<file path="src/rtl/sfpga_load_pkg.sv">
// Shared encodings and timer helper for the slave-FPGA configuration supervisor.
package sfpga_load_pkg;

  localparam int TIMER_W = 26;

  typedef logic [TIMER_W-1:0] timer_t;

  typedef enum logic [3:0] {
    IDLE,
    FLUSH,
    PREFILL,
    KICK,
    WAIT_INIT,
    LOADING,
    RETRY_WAIT,
    DONE,
    FAIL
  } state_e;

  typedef enum logic [2:0] {
    FC_NONE    = 3'd0,
    FC_INIT_TO = 3'd1,
    FC_LOAD_TO = 3'd2,
    FC_CRC     = 3'd3,
    FC_SRC_ERR = 3'd4,
    FC_ABORT   = 3'd5
  } fail_code_e;

  // A timed state lasts exactly n cycles when its down-counter starts at n-1.
  function automatic timer_t cycles_to_timer(input int unsigned n);
    return (n == 0) ? '0 : timer_t'(n - 1);
  endfunction

endpackage

</file>
<file path="src/rtl/sync_2ff.sv">
// Two-flop synchroniser for a single asynchronous pin, with a selectable reset level.
module sync_2ff #(
  parameter logic RST_VAL = 1'b0
) (
  input  logic clk,
  input  logic rst_n,
  input  logic d,
  output logic q
);

  logic meta;

  always_ff @(posedge clk or negedge rst_n) begin
    if (!rst_n) begin
      meta <= RST_VAL;
      q    <= RST_VAL;
    end else begin
      meta <= d;
      q    <= meta;
    end
  end

endmodule

</file>
<file path="src/rtl/sfpga_load_ctrl.sv">
// Supervisor for one slave-FPGA SelectMAP load: flush, prefill, kick the driver,
// watch INIT_B/DONE against timeouts, retry, and report sticky status.
module sfpga_load_ctrl
  import sfpga_load_pkg::*;
#(
  parameter int unsigned LEVEL_W     = 12,
  parameter int unsigned PREFILL_LVL = 256,
  parameter int unsigned FLUSH_CYC   = 16,
  parameter int unsigned INIT_TO     = 50_000,
  parameter int unsigned LOAD_TO     = 50_000_000,
  parameter int unsigned MAX_RETRY   = 3,
  parameter int unsigned RETRY_GAP   = 1000
) (
  input  logic               clk,
  input  logic               rst_n,
  input  logic               load_start_i,
  input  logic               load_abort_i,
  input  logic [LEVEL_W-1:0] fifo_level_i,
  input  logic               cfg_load_last_i,
  input  logic               src_err_i,
  input  logic               sfpga_init_b_i,
  input  logic               sfpga_done_i,
  output logic               fifo_rst_o,
  output logic               img_req_o,
  output logic               cfg_fifo_ready_o,
  output logic               load_busy_o,
  output logic               load_done_o,
  output logic               load_fail_o,
  output logic [2:0]         fail_code_o,
  output logic [3:0]         retry_cnt_o
);

  localparam logic [LEVEL_W-1:0] PREFILL_THR = LEVEL_W'(PREFILL_LVL);
  localparam logic [3:0]         RETRY_MAX   = 4'(MAX_RETRY);

  state_e     state, state_nxt;
  timer_t     timer;
  fail_code_e cause, cause_nxt;
  logic       init_s, done_s;
  logic       lvl_ok, last_seen, init_low_seen;
  logic       fail_ev, abort_ev, start_clr;

  sync_2ff #(.RST_VAL(1'b1)) u_sync_init (
    .clk   (clk),
    .rst_n (rst_n),
    .d     (sfpga_init_b_i),
    .q     (init_s)
  );

  sync_2ff #(.RST_VAL(1'b0)) u_sync_done (
    .clk   (clk),
    .rst_n (rst_n),
    .d     (sfpga_done_i),
    .q     (done_s)
  );

  assign abort_ev  = load_abort_i && (state != IDLE);
  assign start_clr = (state == IDLE) && (state_nxt == FLUSH);

  always_ff @(posedge clk or negedge rst_n) begin
    if (!rst_n) state <= IDLE;
    else        state <= state_nxt;
  end

  always_comb begin
    state_nxt = state;
    fail_ev   = 1'b0;
    cause_nxt = FC_NONE;
    case (state)
      IDLE:       if (load_start_i) state_nxt = FLUSH;
      FLUSH:      if (timer == '0) state_nxt = PREFILL;
      PREFILL:    if (lvl_ok || last_seen) state_nxt = KICK;
      KICK:       state_nxt = WAIT_INIT;
      WAIT_INIT: begin
        if (init_low_seen && init_s) begin
          state_nxt = LOADING;
        end else if (timer == '0) begin
          fail_ev   = 1'b1;
          cause_nxt = FC_INIT_TO;
        end
      end
      // DONE wins over a simultaneous INIT_B low: the device finished.
      LOADING: begin
        if (done_s) begin
          state_nxt = DONE;
        end else if (!init_s) begin
          fail_ev   = 1'b1;
          cause_nxt = FC_CRC;
        end else if (src_err_i) begin
          fail_ev   = 1'b1;
          cause_nxt = FC_SRC_ERR;
        end else if (timer == '0) begin
          fail_ev   = 1'b1;
          cause_nxt = FC_LOAD_TO;
        end
      end
      RETRY_WAIT: if (timer == '0) state_nxt = FLUSH;
      DONE:       state_nxt = IDLE;
      FAIL:       state_nxt = IDLE;
      default:    state_nxt = IDLE;
    endcase
    if (fail_ev) state_nxt = (retry_cnt_o < RETRY_MAX) ? RETRY_WAIT : FAIL;
    if (abort_ev) begin
      state_nxt = FAIL;
      cause_nxt = FC_ABORT;
    end
  end

  always_ff @(posedge clk or negedge rst_n) begin
    if (!rst_n) begin
      timer            <= '0;
      cause            <= FC_NONE;
      lvl_ok           <= 1'b0;
      last_seen        <= 1'b0;
      init_low_seen    <= 1'b0;
      fifo_rst_o       <= 1'b0;
      img_req_o        <= 1'b0;
      cfg_fifo_ready_o <= 1'b0;
      load_busy_o      <= 1'b0;
      load_done_o      <= 1'b0;
      load_fail_o      <= 1'b0;
      fail_code_o      <= 3'd0;
      retry_cnt_o      <= 4'd0;
    end else begin
      lvl_ok <= (fifo_level_i >= PREFILL_THR);

      if (state_nxt != state) begin
        case (state_nxt)
          FLUSH:      timer <= cycles_to_timer(FLUSH_CYC);
          WAIT_INIT:  timer <= cycles_to_timer(INIT_TO);
          LOADING:    timer <= cycles_to_timer(LOAD_TO);
          RETRY_WAIT: timer <= cycles_to_timer(RETRY_GAP);
          default:    timer <= '0;
        endcase
      end else if (timer != '0) begin
        timer <= timer - timer_t'(1);
      end

      if ((state_nxt == FLUSH) && (state != FLUSH)) last_seen <= 1'b0;
      else if (cfg_load_last_i)                     last_seen <= 1'b1;

      if (state == KICK)                      init_low_seen <= 1'b0;
      else if ((state == WAIT_INIT) && !init_s) init_low_seen <= 1'b1;

      if (fail_ev || abort_ev) cause <= cause_nxt;

      // Outputs are decoded from the next state so they line up with it.
      fifo_rst_o       <= (state_nxt == FLUSH);
      img_req_o        <= (state_nxt inside {PREFILL, KICK, WAIT_INIT, LOADING});
      cfg_fifo_ready_o <= (state_nxt == KICK);
      load_busy_o      <= (state_nxt != IDLE);

      if (start_clr) begin
        load_done_o <= 1'b0;
        load_fail_o <= 1'b0;
        fail_code_o <= 3'd0;
        retry_cnt_o <= 4'd0;
      end else begin
        if (fail_ev && !abort_ev && (retry_cnt_o < RETRY_MAX)) retry_cnt_o <= retry_cnt_o + 4'd1;
        if ((state == DONE) && (state_nxt == IDLE)) load_done_o <= 1'b1;
        if (state == FAIL) begin
          load_fail_o <= 1'b1;
          fail_code_o <= cause;
        end
      end
    end
  end

endmodule

</file>
<file path="config.mk">
export PLATFORM = sky130hd
export DESIGN_NAME = sfpga_load_ctrl
export DESIGN_NICKNAME = d
export VERILOG_FILES = /design/src/rtl/sfpga_load_pkg.sv /design/src/rtl/sync_2ff.sv /design/src/rtl/sfpga_load_ctrl.sv
export SDC_FILE = /design/constraint.sdc
export NUM_CORES = 1
export LEC_CHECK = 0
export CAP_MARGIN = 30
export CORE_ASPECT_RATIO = 1.4
export CORE_MARGIN = 3
export CORE_UTILIZATION = 56
export DETAILED_ROUTE_END_ITERATION = 8
export PLACE_DENSITY_LB_ADDON = 0.1
export SLEW_MARGIN = 30
export SYNTH_ARGS = -nofsm -noshare
export SYNTH_HDL_FRONTEND = slang
export SYNTH_SLANG_ARGS = --single-unit
export TNS_END_PERCENT = 1
</file>
<file path="constraint.sdc">
create_clock -name clk -period 3.3 [get_ports clk]
set_clock_uncertainty 0.05 [all_clocks]
set_input_delay 0.495 -clock clk [delete_from_list [all_inputs] [get_ports clk]]
set_output_delay 0.495 -clock clk [all_outputs]
set_load 0.01 [all_outputs]
</file>
==> flow_summary_export.csv <==
group,metric,value,unit
synthesis,yosys_register_bits,53,
synthesis,synth_largest_type_area_fraction,43.0,%
critical_path,worst_r2r_endpoint,"timer[15]",
pwr,peakVddDrop,579,uV
synthesis,synth_async_sr_flop_share,100,%
synthesis,synthesis.area,2970,um^2
cts,later_pin_clock_latency_in_the_skew_report,310,ps
floorplan,effective_utilization_at_floorplan,59.5,%
critical_path,cp_data_arrival_time,3210,ps
global_routing,grt_usage,21.8,%
cells_and_area,final_cell_count_no_fill,402,
run_status,status,"finished, final reports clean",
global_routing,antenna_found_initial,0,
min_path,worst_hold_path_type,"in2async",
pwr,leakage,0.00151,uW
drt,postRouteWirelength,6.20,mm
synthesis,mappedNetlistNets,322,
floorplan,core,4990,um^2
floorplan,num_rows,30,
sta,final_period_minus_worst_setup_slack,3020,ps
floorplan,fp.dieArea,6230,um^2
cells_and_area,layout-area-overhead-vs-synth,17.2,%
sta,setup-tns-final,0,ps
cells_and_area,fillCellCount,425,
drt,drt-vias-per-instance,5.66,
place,dp_hpwl,4.56,mm
drt,first_iter_violations,107,
critical_path,crit-reg2reg-launch,"timer[18]",
sta,hold_ws,198,ps
sta,finalMaxSlewViolations,0,
sta,remaining_max_slew_budget_at_the_tightest_pin,48.8,%
synthesis,synth_enable_flop_cells,0,
cts,clock_sinks,53,
pwr,power_density,910,nW/um^2
synthesis,synth_ff_type,"sky130_fd_sc_hd__dfrtp_1",
cts,number_of_buffers_inserted_during_clock_tree_synthesis,5,
sta,timing.final.ws_setup,281,ps
critical_path,endpoint_kind,"register",
synthesis,synthTopCellsByArea,"sky130_fd_sc_hd__dfrtp_1 (43%), sky130_fd_sc_hd__nor2_1 (5.1%), sky130_fd_sc_hd__xnor2_1 (3.8%), sky130_fd_sc_hd__mux2i_1 (3.7%), sky130_fd_sc_hd__o31ai_2 (3.4%)",
pwr,p_comb_share,58.8,%
critical_path,critical_path_required,3490,ps
place,gp_routability_congestion,0.917,
critical_path,worst_r2r_path_depth,9,
cells_and_area,fin_area,3480,um^2
pwr,sw_pwr,1330,uW
place,place_worst_setup_slack,72.5,ps
pwr,p_int,1840,uW
pwr,clock_power_share,11.4,%
floorplan,fp.dieH,92.2,um
synthesis,synth_sequential_area_ratio,44.7,%
flow_run,maxCapViolCount,0,
global_routing,grt_start_max_net_pins,35,
sta,grt_setup_unrepaired,"false",
cts,cts-root-buf,"sky130_fd_sc_hd__clkbuf_8",
critical_path,reg2reg_setup_slack,280,ps
sta,maxClockFrequency,331,MHz
sta,finalHoldViolations,0,
synthesis,synth_cells,300,
floorplan,top_level_ports,33,
sta,min_period_over_period,91.5,%
critical_path,critical_path_class,"reg2reg",
synthesis,synth_most_common_cell,"sky130_fd_sc_hd__dfrtp_1",
floorplan,die_width,67.6,um
drt,routed_wire_length_per_instance,15.4,um
cts,cts_tree,"built",
drt,drc_errors,0,
cells_and_area,antennaDiodeCount,0,
drt,detail-route-antenna-nets,0,
drt,drt_pass1_iterations,4,
critical_path,critical_path_peak_fanout,14,
pwr,power_switching_share,42.0,%
synthesis,synth_top_cells_by_count,"sky130_fd_sc_hd__dfrtp_1 (51), sky130_fd_sc_hd__nor2_1 (40), sky130_fd_sc_hd__nand2_1 (26)",
cells_and_area,final_nets,359,
global_routing,total_congestion_overflow_after_global_routing,0,
cts,postCtsHoldBufs,0,
place,port_buffers,24,
pwr,seq_power_share,29.8,%
place,placed_area,3350,um^2
cells_and_area,drive_above_1_share,19.8,%
drt,num_vias,2274,
global_routing,first_global_vias,2297,
global_routing,grt_first_pass_wirelength,10.4,mm
sta,finalSetupViolCount,0,
cts,max-clock-path-buffers,2,
cts,clk_pin_slew_worst_paths,100,ps
sta,max_slew.worst_pin.slew,768,ps
place,numPlacedInstances,390,
cts,cts_max_level,2,
synthesis,yosysTopAreaCell,"sky130_fd_sc_hd__dfrtp_1",
critical_path,crit_path_start_kind,"register",
synthesis,syn_area_per_cell,9.90,um^2
synthesis,ys_types,58,
synthesis,synth_warnings,0,
worst max-delay path: stages (launching register included):
cell                       delay [ps]
sky130_fd_sc_hd__dfrtp_1          440
sky130_fd_sc_hd__nor4_2           370
sky130_fd_sc_hd__nand2_1          220
sky130_fd_sc_hd__or4_1            570
sky130_fd_sc_hd__o21bai_2         200
sky130_fd_sc_hd__or2_2            150
sky130_fd_sc_hd__a21oi_2           70
sky130_fd_sc_hd__o221ai_4         420
sky130_fd_sc_hd__buf_4            260
sky130_fd_sc_hd__mux2i_1          190
registers in the layout (all words and copies together) (netlist names), 3 cells and up:
| name | flops |
|---|---|
| timer | 26 |
| retry_cnt_o | 4 |
| state | 4 |
| cause | 3 |
| fail_code_o | 3 |
stage by stage:
stage,total power (uW),utilization [%]
finish,3170,69.7
detailed placement,2720,67.1
floorplan,2250,-
CTS,3090,68.8
global route,3420,69.7
global placement,2680,67.1
kinds of logic (layout without fill, tap and decap cells):
| logic type | count (synthesis) | in the layout | synth area share [%] |
|---|---|---|---|
| flops | 53 | 53 | 44.7 |
| compound gates | 62 | 62 | 16.4 |
| mux | 17 | 17 | 5.98 |
| simple gates | 120 | 120 | 21.8 |
| fa+ha+maj | 2 | 2 | 0.842 |
| xor+xnor | 24 | 24 | 7.08 |
| buf+inv | 22 | 60 | 3.20 |
cells in the final DEF (no fill, tap or decap), drive strengths merged, types with 3 or more instances in the layout:
cell type,instances
or2,4
buf,23
nand2,26
clkdlybuf4s50,23
nor2,40
a21o,4
o21ai,11
nand2b,5
nand3,3
inv,6
mux2i,11
nand3b,5
a21oi,15
or4,5
o21a,3
o31ai,12
mux2,6
clkbuf,5
dfrtp,51
nor3b,3
xor2,11
nor4,6
nor3,11
xnor2,13
power by group through the flow:
stage	registers (uW)	logic, uW	clock network (uW)
finish	945	1870	360
CTS	945	1780	371
global placement	951	1730	0
detailed placement	958	1760	0
global route	961	2060	398
floorplan	939	1310	0
worst max path at each step:
stage | startpoint | to | slack [ps] | cells after the start
2_1_floorplan | timer[0] | timer[12] | 420 | 11
3_3_place_gp | load_start_i | timer[13] | 150 | 10
3_5_place_dp | load_start_i | timer[21] | 70 | 10
4_1_cts | timer[18] | timer[15] | 180 | 9
5_1_grt | timer[18] | timer[14] | 40 | 9
6_report | timer[18] | timer[15] | 280 | 9
repair_timing:
action                                  in CTS  in global routing
endpoints found under the setup margin       0                  5
gates resized for setup                      0                  2
buffers inserted                             0                  4
layer usage:
| metal | part of all wire (%) | GRT usage, % |
|---|---|---|
| met2 | 56 | 39.3 |
| met4 | 1.2 | 6.09 |
| met1 | 41 | 25.5 |
| met3 | 1.9 | 3.80 |
| met5 | 0 | 0 |
cell type report:
| class | instances | area [um^2] | share of cell area (%) |
|---|---|---|---|
| multi-input cells | 225 | 1560 | 44.9 |
| flip-flops and latches | 53 | 1330 | 38.2 |
| repair buffers | 46 | 400 | 11.5 |
| well taps | 64 | 80.1 | 2.30 |
| clock buffers | 5 | 68.8 | 1.98 |
| inverters | 6 | 22.5 | 0.647 |
| clock inverters | 3 | 17.5 | 0.503 |
Power figures use the tool's default switching activity.
